`src/rtl/spi_slave.sv`:
```
// spi_slave: SPI slave with a 2-flop synchronised front end and a configurable
// CPOL/CPHA/bit order. The word width is set by WIDTH.
// Build option: define SPI_SLAVE_MISO_TRISTATE_EN to release spi_miso to
// high-impedance whenever the slave is not selected. Without it, spi_miso is
// driven to 0 outside a frame.
module spi_slave #(
    parameter int CPOL  = 0,
    parameter int CPHA  = 0,
    parameter int FSB   = 0,
    parameter int WIDTH = 8
) (
    input  logic             clk,
    input  logic             rst,
    input  logic             spi_sclk,
    input  logic             spi_ss_n,
    input  logic             spi_mosi,
    output logic             spi_miso,
    input  logic [WIDTH-1:0] spi_tx_data,
    output logic [WIDTH-1:0] spi_rx_data,
    output logic             spi_valid,
    output logic             spi_busy
);

    localparam int             CW       = $clog2(WIDTH);
    localparam logic           IDLE_LVL = (CPOL != 0);
    localparam logic [CW-1:0]  LAST_BIT = CW'(WIDTH - 1);

    typedef enum logic {IDLE, SHIFT} state_t;

    state_t           state_reg, state_next;
    logic             sclk_meta_reg, sclk_sync_reg, sclk_prev_reg;
    logic             ss_meta_reg, ss_sync_reg;
    logic             mosi_meta_reg, mosi_sync_reg;
    logic [1:0]       settle_reg;
    logic             armed_reg;
    logic [CW-1:0]    bit_cnt_reg;
    logic [WIDTH-1:0] tx_shift_reg, rx_shift_reg, rx_data_reg;
    logic             valid_reg, skip_reg;
    logic [WIDTH-1:0] rx_next, tx_next;
    logic             miso_bit;
    logic             sclk_change, lead_edge, trail_edge, sample_edge, shift_edge;
    logic             enter;

    // Synchronise the asynchronous SPI pins; track whether SS has been seen
    // high since reset so a select held low across reset is not taken as a frame.
    always_ff @(posedge clk) begin
        if (rst) begin
            sclk_meta_reg <= IDLE_LVL;
            sclk_sync_reg <= IDLE_LVL;
            sclk_prev_reg <= IDLE_LVL;
            ss_meta_reg   <= 1'b1;
            ss_sync_reg   <= 1'b1;
            mosi_meta_reg <= 1'b0;
            mosi_sync_reg <= 1'b0;
            settle_reg    <= 2'b00;
            armed_reg     <= 1'b0;
        end else begin
            sclk_meta_reg <= spi_sclk;
            sclk_sync_reg <= sclk_meta_reg;
            sclk_prev_reg <= sclk_sync_reg;
            ss_meta_reg   <= spi_ss_n;
            ss_sync_reg   <= ss_meta_reg;
            mosi_meta_reg <= spi_mosi;
            mosi_sync_reg <= mosi_meta_reg;
            settle_reg    <= {settle_reg[0], 1'b1};
            armed_reg     <= armed_reg | (settle_reg[1] & ss_sync_reg);
        end
    end

    assign sclk_change = sclk_sync_reg ^ sclk_prev_reg;
    assign lead_edge   = sclk_change && (sclk_sync_reg != IDLE_LVL);
    assign trail_edge  = sclk_change && (sclk_sync_reg == IDLE_LVL);
    assign sample_edge = (CPHA != 0) ? trail_edge : lead_edge;
    assign shift_edge  = (CPHA != 0) ? lead_edge : trail_edge;

    // Bit order: shift direction and which end of the word is on the wire.
    generate
        if (FSB != 0) begin : g_lsb_first
            assign rx_next  = {mosi_sync_reg, rx_shift_reg[WIDTH-1:1]};
            assign tx_next  = {1'b0, tx_shift_reg[WIDTH-1:1]};
            assign miso_bit = tx_shift_reg[0];
        end else begin : g_msb_first
            assign rx_next  = {rx_shift_reg[WIDTH-2:0], mosi_sync_reg};
            assign tx_next  = {tx_shift_reg[WIDTH-2:0], 1'b0};
            assign miso_bit = tx_shift_reg[WIDTH-1];
        end
    endgenerate

    // Frame state register.
    always_ff @(posedge clk) begin
        if (rst) begin
            state_reg <= IDLE;
        end else begin
            state_reg <= state_next;
        end
    end

    // Next state: a frame opens on a fresh SS low and closes as soon as SS is high.
    always_comb begin
        state_next = state_reg;
        case (state_reg)
            IDLE:    if (armed_reg && !ss_sync_reg) state_next = SHIFT;
            SHIFT:   if (ss_sync_reg) state_next = IDLE;
            default: state_next = IDLE;
        endcase
    end

    assign enter = (state_reg == IDLE) && (state_next == SHIFT);

    // Shifters, bit counter and word delivery. skip_reg holds the freshly
    // loaded first bit across the next shift edge (leading edge for CPHA=1,
    // the trailing edge right after a word boundary for CPHA=0).
    always_ff @(posedge clk) begin
        if (rst) begin
            bit_cnt_reg  <= '0;
            tx_shift_reg <= '0;
            rx_shift_reg <= '0;
            rx_data_reg  <= '0;
            valid_reg    <= 1'b0;
            skip_reg     <= 1'b0;
        end else begin
            valid_reg <= 1'b0;
            if (enter) begin
                tx_shift_reg <= spi_tx_data;
                rx_shift_reg <= '0;
                bit_cnt_reg  <= '0;
                skip_reg     <= (CPHA != 0);
            end else if (state_reg == SHIFT && !ss_sync_reg) begin
                if (sample_edge) begin
                    rx_shift_reg <= rx_next;
                    if (bit_cnt_reg == LAST_BIT) begin
                        bit_cnt_reg  <= '0;
                        rx_data_reg  <= rx_next;
                        valid_reg    <= 1'b1;
                        tx_shift_reg <= spi_tx_data;
                        skip_reg     <= 1'b1;
                    end else begin
                        bit_cnt_reg <= bit_cnt_reg + 1'b1;
                    end
                end
                if (shift_edge) begin
                    if (skip_reg) begin
                        skip_reg <= 1'b0;
                    end else begin
                        tx_shift_reg <= tx_next;
                    end
                end
            end else if (state_reg == SHIFT) begin
                // SS went high: drop the partial word.
                bit_cnt_reg  <= '0;
                rx_shift_reg <= '0;
                tx_shift_reg <= '0;
                skip_reg     <= 1'b0;
            end
        end
    end

    assign spi_rx_data = rx_data_reg;
    assign spi_valid   = valid_reg;
    assign spi_busy    = (state_reg == SHIFT);

`ifdef SPI_SLAVE_MISO_TRISTATE_EN
    assign spi_miso = (state_reg == SHIFT && !ss_sync_reg && !rst) ? miso_bit : 1'bz;
`else
    assign spi_miso = (state_reg == SHIFT) ? miso_bit : 1'b0;
`endif

endmodule
```
`config.mk`:
```
export PLATFORM = sky130hd
export DESIGN_NAME = spi_slave
export DESIGN_NICKNAME = d
export VERILOG_FILES = /design/src/rtl/spi_slave.sv
export SDC_FILE = /design/constraint.sdc
export NUM_CORES = 1
export LEC_CHECK = 0
export ABC_AREA = 1
export CORE_MARGIN = 2
export CORE_UTILIZATION = 49
export CTS_BUF_LIST = sky130_fd_sc_hd__clkbuf_2
export CTS_CLUSTER_DIAMETER = 120
export DETAILED_ROUTE_END_ITERATION = 10
export HOLD_SLACK_MARGIN = 0.03
export PLACE_DENSITY = 0.73
export REMOVE_ABC_BUFFERS = 1
export SLEW_MARGIN = 20
export SYNTH_ARGS = -nofsm -noshare
export SYNTH_HDL_FRONTEND = slang
export SYNTH_SLANG_ARGS = --single-unit
```
`constraint.sdc`:
```
create_clock -name clk -period 2.16 [get_ports clk]
set_clock_uncertainty 0.2 [all_clocks]
set_input_delay 0.324 -clock clk [delete_from_list [all_inputs] [get_ports clk]]
set_output_delay 0.324 -clock clk [all_outputs]
set_load 0.01 [all_outputs]
```
==> results.md, run 1 <==
- Antenna Nets Post-Route: 0
- Depth of the worst hold-timing path: 2
- Final design instance area without fill: 0.00196 mm²
- Layout area overhead: 18.4%
- CP max FO: 4
- Detailed Route WL: 3330 µm
- Routability congestion estimate: 0.920
- Register bit total from synthesis: 39
- Sequential area share after synthesis: 47.2%
- Port Buffers: 23
- DRC: 0
- Commonest cells after routing, fill and taps aside: nand2_1, dfxtp_1, nor2_1
- Worst Setup Start Kind: flip-flop
- Placed Instances: 286
- Core ar.: 0.00328 mm²
- Number of global-route vias before repair: 1342
- Die area: 0.00386 mm²
- Slowest-stage cell, CP: clkdlybuf4s50_1
- CTS tree: done
- Placement Rows: 21
- CTS Sinks: 39
- Clock Path Buffers: 2
- Final Max Slew Viols: 0
- Top delay family on crit path: buffers and inverters
- Worst reg2reg path depth: 6
- WP buf/inv: 2
- Crit-path max cell delay: 0.52 ns
- Total power: 1.14 mW
- Share of cells above drive strength 1: 8.06%
- Leakage power: 0.794 nW
- Unrepaired setup endpoints after global routing: false
- CP Class: flip-flop to output port
- Number of diodes: 0
- Status: completed
- Max cap viols: 0
- Die H: 62.1 µm
- DR vias/cell: 5.05
- First-pass GRT wire length: 5820 µm
- Starting density of the core: 50.4%
- Crit path required time: 1.64 ns
- TritonCTS Buffers: 5
- Final Util: 59.7%
- YS warnings: 0
- Starting DRT DRC Count: 94
- DP Wirelength: 2270 µm
- Fin crit share: 92.8%
- Final Setup Violations: 0
- Layout net count: 263
- Slew @ Worst Pin: 0.454 ns
- Clock Pin Slew Worst Setup and Hold Paths: 0.19 ns
- DR WL/cell: 11.3 µm
- CP endpoint kind: output port
- Fmax: 0.499 GHz
- Synth cell types: 21
- Synth Instances: 223
- Setup bufs post-CTS: 0
- Skew-Pair Late Insertion Delay: 0.40 ns
- Most common cell after layout, fill and taps aside: nand2_1
- Hold_buf cts: 0
- Worst hold path class: flip-flop to flip-flop
- Critical-path cell list: nand2_1 > inv_1 > clkdlybuf4s50_1
- Mapped Area: 0.00166 mm²
- Routed vias: 1486
- Non-Filler Instances: 294
- Post-DP Area: 0.00191 mm²
- Setup_tns: 0 ns
- Post-CTS sizing: 0
- Relative slew slack: 69.7%
- Syn Area/Cell: 7.42 µm²
- Placement Setup Slack: 0.382 ns
- Initial antenna violation count: 0
- Io pins: 24
- Global Route Usage Sum: 18.9%
- Die X: 62.1 µm
- Power per cell area: 582 mW/mm²
- Setup slack after layout: 0.156 ns
- DRT Pass-1 Iters: 5
- Final Hold Fails: 0
- Total gr overflow: 0
- Peak VDD IR: 0.000441 V
- Largest net degree at the start of global routing: 18
- Min Hold Slack: 0.209 ns
- Root Buffer: clkbuf_2
- CTS H-Tree Depth: 2
- Critical Path AT: 1.48 ns
- Post-layout min period: 2.00 ns
- Critical path depth: 3
-- cells by family after synthesis --
group | Yosys count | synth area share [%]
and+or+nand+nor | 108 | 28.9
AOI/OAI and AO/OA | 48 | 14.9
DFF | 39 | 47.2
buffers and inverters | 25 | 6.73
adders and majority gates | 3 | 2.27
-- layer usage --
metal	global-route usage [%]	wire, µm
met1	22.4	1550
met3	7.07	245
met2	29.8	1470
met5	0	0
met4	9.72	63
-- Yosys cell counts, drive strengths merged --
| cell type | instances | area (µm²) |
|---|---|---|
| nand4 | 7 | 43.8 |
| nand3 | 12 | 72.6 |
| nor3 | 7 | 35.0 |
| a21oi | 21 | 105 |
| o211ai | 1 | 7.51 |
| clkbuf | 4 | 15.0 |
| nor2 | 30 | 128 |
| clkinv | 1 | 3.75 |
| o21ai | 26 | 134 |
| dfxtp | 39 | 781 |
| ha | 3 | 37.5 |
| inv | 15 | 56.3 |
| or2 | 2 | 12.5 |
| buf | 5 | 36.3 |
| nand2 | 50 | 188 |
-- worst register-to-register path, cell delays in order, from the launching register on --
cell     delay [ns]
dfxtp_1        0.38
ha_1           0.17
ha_1           0.31
nand3_4        0.24
nor2_4         0.25
nand2_1        0.07
a21oi_1        0.13
-- worst paths after layout --
check                           slack [ns]      startpoint              to
worst max-delay path                  0.16        spi_busy        spi_miso
worst min register to register        0.21   sclk_meta_reg   sclk_sync_reg
worst min-delay path                  0.21   sclk_meta_reg   sclk_sync_reg
worst max register to register        0.37  bit_cnt_reg[0]  spi_rx_data[1]
-- final cells by class --
cell class,count,area (µm²)
fillers,316,1330
flip-flops and latches,39,781
multi-input cells,159,763
repair buffers,26,253
inverters,16,60.1
well taps,46,57.6
clock buffers,5,25.0
clock inverters,3,20.0
-- power breakdown --
group | internal, mW | switching (mW)
Clock | 0.0765 | 0.252
Sequential | 0.735 | 0.00803
Combinational | 0.0344 | 0.0350
No activity file was read; power rests on OpenSTA's default activity.
==> run 2, diff against run 1 <==
==> constraint.sdc (replaced) <==
create_clock -name clk -period 2.2 [get_ports clk]
set_clock_uncertainty 0.2 [all_clocks]
set_input_delay 0.33 -clock clk [delete_from_list [all_inputs] [get_ports clk]]
set_output_delay 0.33 -clock clk [all_outputs]
set_load 0.02 [all_outputs]
==> run 2 against run 1 <==
  * First-iteration DRC count grew 6.4%
  * Clock power grew 27%
  * Critical endpoint unchanged
  * Core utilization grew 0.53 points
  * Combinational power is essentially flat
  * Sequential share of layout area shrank 0.35 points
  * Cell count shrank 0.34%
  * Die area is the same
  * Wire length grew 4.4%
==> results.md, run 2 (synthesis gave the netlist of run 1 again) <==
- Port Buffers: 23
- Worst Setup Start Kind: flip-flop
- Setup_tns: 0 ns
- Max cap viols: 0
- Most common cell after layout, fill and taps aside: nand2_1
- Number of diodes: 0
- Peak VDD IR: 0.000467 V
- Power per cell area: 615 mW/mm²
- Die H: 62.1 µm
- Largest net degree at the start of global routing: 18
- Hold_buf cts: 0
- Starting DRT DRC Count: 100
- Root Buffer: clkbuf_2
- CTS H-Tree Depth: 2
- Relative slew slack: 68.6%
- Setup bufs post-CTS: 0
- Antenna Nets Post-Route: 0
- Critical-path cell list: nand2_1 > inv_1 > clkdlybuf4s50_1
- Crit-path max cell delay: 0.58 ns
- Final Setup Violations: 0
- Filler cell count: 329
- Core ar.: 0.00328 mm²
- Slowest-stage cell, CP: clkdlybuf4s50_1
- Number of global-route vias before repair: 1378
- Share of cells above drive strength 1: 7.69%
- Placement Rows: 21
- Flop pwr share: 59.9%
- DRC: 0
- Clock power share: 34.4%
- Layout net count: 263
- Switch Pwr: 0.276 mW
- DR WL/cell: 11.9 µm
- Commonest cells after routing, fill and taps aside: nand2_1, dfxtp_1, nor2_1
- Final Hold Fails: 0
- Total power: 1.22 mW
- Total gr overflow: 0
- Worst hold path class: flip-flop to flip-flop
- Post-CTS sizing: 0
- Fmax: 0.482 GHz
- Crit path required time: 1.67 ns
- CTS Sinks: 39
- DP Wirelength: 2400 µm
- Final Max Slew Viols: 0
- Starting density of the core: 50.4%
- Leakage power: 0.804 nW
- Unrepaired setup endpoints after global routing: false
- Post-layout min period: 2.07 ns
- DRT Pass-1 Iters: 4
- Status: completed
- R2R Path Start: bit_cnt_reg[0]
- Placed Instances: 286
- CP Class: flip-flop to output port
- Sw frac: 22.7%
- Global Route Usage Sum: 19.7%
- Critical path startpoint: spi_busy
- Routability congestion estimate: 0.926
- Clock Path Buffers: 2
- Die X: 62.1 µm
- Routed vias: 1511
- DR vias/cell: 5.16
- Initial antenna violation count: 0
- Layout area overhead: 19.4%
- Skew-Pair Late Insertion Delay: 0.39 ns
- Slew @ Worst Pin: 0.469 ns
- Min Hold Slack: 0.216 ns
- Setup slack after layout: 0.126 ns
- CTS tree: done
- Placement Setup Slack: 0.416 ns
- Internal Pwr Total: 0.941 mW
- Clock Pin Slew Worst Setup and Hold Paths: 0.19 ns
- CP max FO: 4
- Fin crit share: 94.3%
- Comb power frac: 5.7%
- Critical Path AT: 1.54 ns
- Non-Filler Instances: 293
- Die area: 0.00386 mm²
- Total area of sequential cells: 781 µm²
- CP endpoint kind: output port
- Multi-input gate area: 763 µm²
- Detailed Route WL: 3470 µm
- TritonCTS Buffers: 5
- Worst Hold Launch: mosi_meta_reg
- Io pins: 24
- First-pass GRT wire length: 6100 µm
run 2: changes by cell type in the layout (fill, tap and decap cells not counted), sizes merged:
cell / before / now
clkinvlp: 2 / 1
clkinv: 2 / 1
bufinv: 0 / 1
run 2: worst max-delay path: cells and delay by family, from the launching register on:
kind | cells | cell delay, ns
buffers and inverters | 2 | 0.63
DFF | 1 | 0.45
and+or+nand+nor | 1 | 0.08
run 2: final cells by class:
type	instances	area share (%)
timing repair buffer	26	12.8
multi-input combinational	159	38.6
clock inverter	2	1.90
sequential	39	39.5
clock buffer	5	1.27
tap	46	2.91
inverter	16	3.04
run 2: power by group through the flow:
stage          Clock, mW  Sequential (mW)  Combinational, mW
2_1_floorplan          0            0.743             0.0284
5_1_grt            0.462            0.732             0.0781
4_1_cts            0.429            0.729             0.0697
3_5_place_dp           0            0.744             0.0692
3_3_place_gp           0            0.743             0.0689
6_report           0.418            0.729             0.0692
run 2: layer usage:
| metal | track usage [%] | routed length, µm |
|---|---|---|
| met5 | 0 | 0 |
| met4 | 9.17 | 71 |
| met3 | 5.98 | 207 |
| met2 | 31.7 | 1580 |
| met1 | 24.4 | 1610 |
run 2: stage by stage:
stage	area, µm²	util (%)
after global placement	1910	58.3
after floorplan	1600	-
after CTS	1980	60.2
after detailed placement	1910	58.3
final	1980	60.2
after global routing	1980	60.2
run 2: path summary, 6_finish.rpt:
check | end | cells past startpoint | slack [ns]
hold / removal | mosi_sync_reg | 2 | 0.22
setup reg to reg | spi_rx_data[1] | 6 | 0.40
setup / recovery | spi_miso | 3 | 0.13
hold reg to reg | mosi_sync_reg | 2 | 0.22
==> run 3, diff against run 2 <==
--- a/config.mk
+++ b/config.mk
@@ -10,9 +10,10 @@
 export CORE_UTILIZATION = 49
 export CTS_BUF_LIST = sky130_fd_sc_hd__clkbuf_2
 export CTS_CLUSTER_DIAMETER = 120
+export CTS_CLUSTER_SIZE = 10
 export DETAILED_ROUTE_END_ITERATION = 10
 export HOLD_SLACK_MARGIN = 0.03
-export PLACE_DENSITY = 0.73
+export PLACE_DENSITY = 0.8
 export REMOVE_ABC_BUFFERS = 1
 export SLEW_MARGIN = 20
 export SYNTH_ARGS = -nofsm -noshare
==> run 3 against run 2 <==
  * Wire length increased by 3.2%
  * Via count increased by 1.5%
  * Critical path depth is the same
  * Cell area grew 0.38%
  * Global-route usage up 0.22 points
  * Die area did not move
  * Largest cell class unchanged
  * Highest routed layer unchanged
==> results.md, run 3 (synthesis gave the netlist of run 1 again) <==
- Status: completed
- CTS H-Tree Depth: 2
- Internal Pwr Total: 0.941 mW
- DRC: 0
- Power per cell area: 613 mW/mm²
- Leakage power: 0.808 nW
- Critical-path cell list: nand2_1 > inv_1 > clkdlybuf4s50_1
- Skew-Pair Late Insertion Delay: 0.39 ns
- Antenna Nets Post-Route: 0
- Fmax: 0.488 GHz
- DP Wirelength: 2450 µm
- Total gr overflow: 0
- Setup slack after layout: 0.152 ns
- Unrepaired setup endpoints after global routing: false
- Layout net count: 264
- CP endpoint kind: output port
- Final Setup Violations: 0
- Crit-path max cell delay: 0.58 ns
- Layout area overhead: 19.9%
- Die area: 0.00386 mm²
- CTS Sinks: 39
- Final design instance area without fill: 0.00198 mm²
- Number of global-route vias before repair: 1359
- Final Hold Fails: 0
- Setup_tns: 0 ns
- Routability congestion estimate: 0.919
- Hold_buf cts: 0
- Clock power share: 34.3%
- Placement Setup Slack: 0.421 ns
- Routed vias: 1533
- Comb power frac: 5.8%
- DRT Pass-1 Iters: 4
- Final Max Slew Viols: 0
- First-pass GRT wire length: 6090 µm
- Depth of the worst hold-timing path: 2
- Clock Pin Slew Worst Setup and Hold Paths: 0.19 ns
- Slew @ Worst Pin: 0.463 ns
- Starting density of the core: 50.4%
- CP max FO: 4
- CTS tree: done
- Filler cell count: 301
- Io pins: 24
- Port Buffers: 23
- Most common cell after layout, fill and taps aside: nand2_1
- Crit path required time: 1.67 ns
- Root Buffer: clkbuf_2
- Max cap viols: 0
- Post-DP Area: 0.00192 mm²
- Initial antenna violation count: 0
- Starting DRT DRC Count: 111
- Worst hold path class: flip-flop to flip-flop
- TritonCTS Buffers: 5
- Post-layout min period: 2.05 ns
- Share of cells above drive strength 1: 8.06%
- Detailed Route WL: 3580 µm
- Setup bufs post-CTS: 0
- Placement Rows: 21
- CP Class: flip-flop to output port
- DR vias/cell: 5.21
- DR WL/cell: 12.2 µm
- Largest net degree at the start of global routing: 18
- Die H: 62.1 µm
- Slowest-stage cell, CP: clkdlybuf4s50_1
- Core ar.: 0.00328 mm²
- Commonest cells after routing, fill and taps aside: nand2_1, dfxtp_1, nor2_1
- Die X: 62.1 µm
- Peak VDD IR: 0.000439 V
- Clock Path Buffers: 2
- Worst reg2reg path depth: 6
- Worst Setup Start Kind: flip-flop
- Post-CTS sizing: 0
- Relative slew slack: 69.0%
- Number of diodes: 0
- Switch Pwr: 0.276 mW
- Flop pwr share: 59.9%
- Global Route Usage Sum: 19.9%
- Fin crit share: 93.1%
- Critical Path AT: 1.52 ns
- Sw frac: 22.7%
[run 3: cell type report]
type / count / area, µm² / share of cell area, %
inverters: 16 / 60.1 / 3.03
repair buffers: 27 / 260 / 13.1
multi-input cells: 159 / 763 / 38.5
clock buffers: 5 / 25.0 / 1.26
clock inverters: 2 / 37.5 / 1.89
flip-flops and latches: 39 / 781 / 39.3
well taps: 46 / 57.6 / 2.90
[run 3: path summary, 6_finish.rpt]
path / start / slack [ns] / endpoint
hold reg to reg: sclk_meta_reg / 0.21 / sclk_sync_reg
setup reg to reg: bit_cnt_reg[1] / 0.37 / spi_rx_data[1]
hold / removal: sclk_meta_reg / 0.21 / sclk_sync_reg
setup / recovery: spi_busy / 0.15 / spi_miso
[run 3: critical path, delay by kind of cell (launching register included)]
| family | cells | cell delay [ns] |
|---|---|---|
| flip-flops | 1 | 0.44 |
| buffers and inverters | 2 | 0.63 |
| AND/OR/NAND/NOR | 1 | 0.07 |
[run 3: routing by layer]
layer	wire length, µm	global-route usage [%]	share of wire, %
met4	44	8.06	1.2
met1	1640	24.8	46
met2	1700	31.8	48
met5	0	0	0
met3	200	6.88	5.6
[run 3: stage by stage]
step	std cells	hold slack [ns]	utilization, %	power [mW]
finish	294	0.206	60.4	1.22
detailed placement	287	0.196	58.5	0.813
global placement	287	0.189	58.5	0.812
CTS	294	0.216	60.4	1.22
global route	294	0.223	60.4	1.26
floorplan	214	0.188	-	0.772
[run 3: power groups by stage]
stage                     logic, mW  clock network [mW]  registers (mW)
after detailed placement     0.0693                   0           0.743
after CTS                    0.0701               0.425           0.729
after floorplan              0.0284                   0           0.743
after global routing         0.0780               0.455           0.731
final                        0.0702               0.418           0.729
after global placement       0.0683                   0           0.743
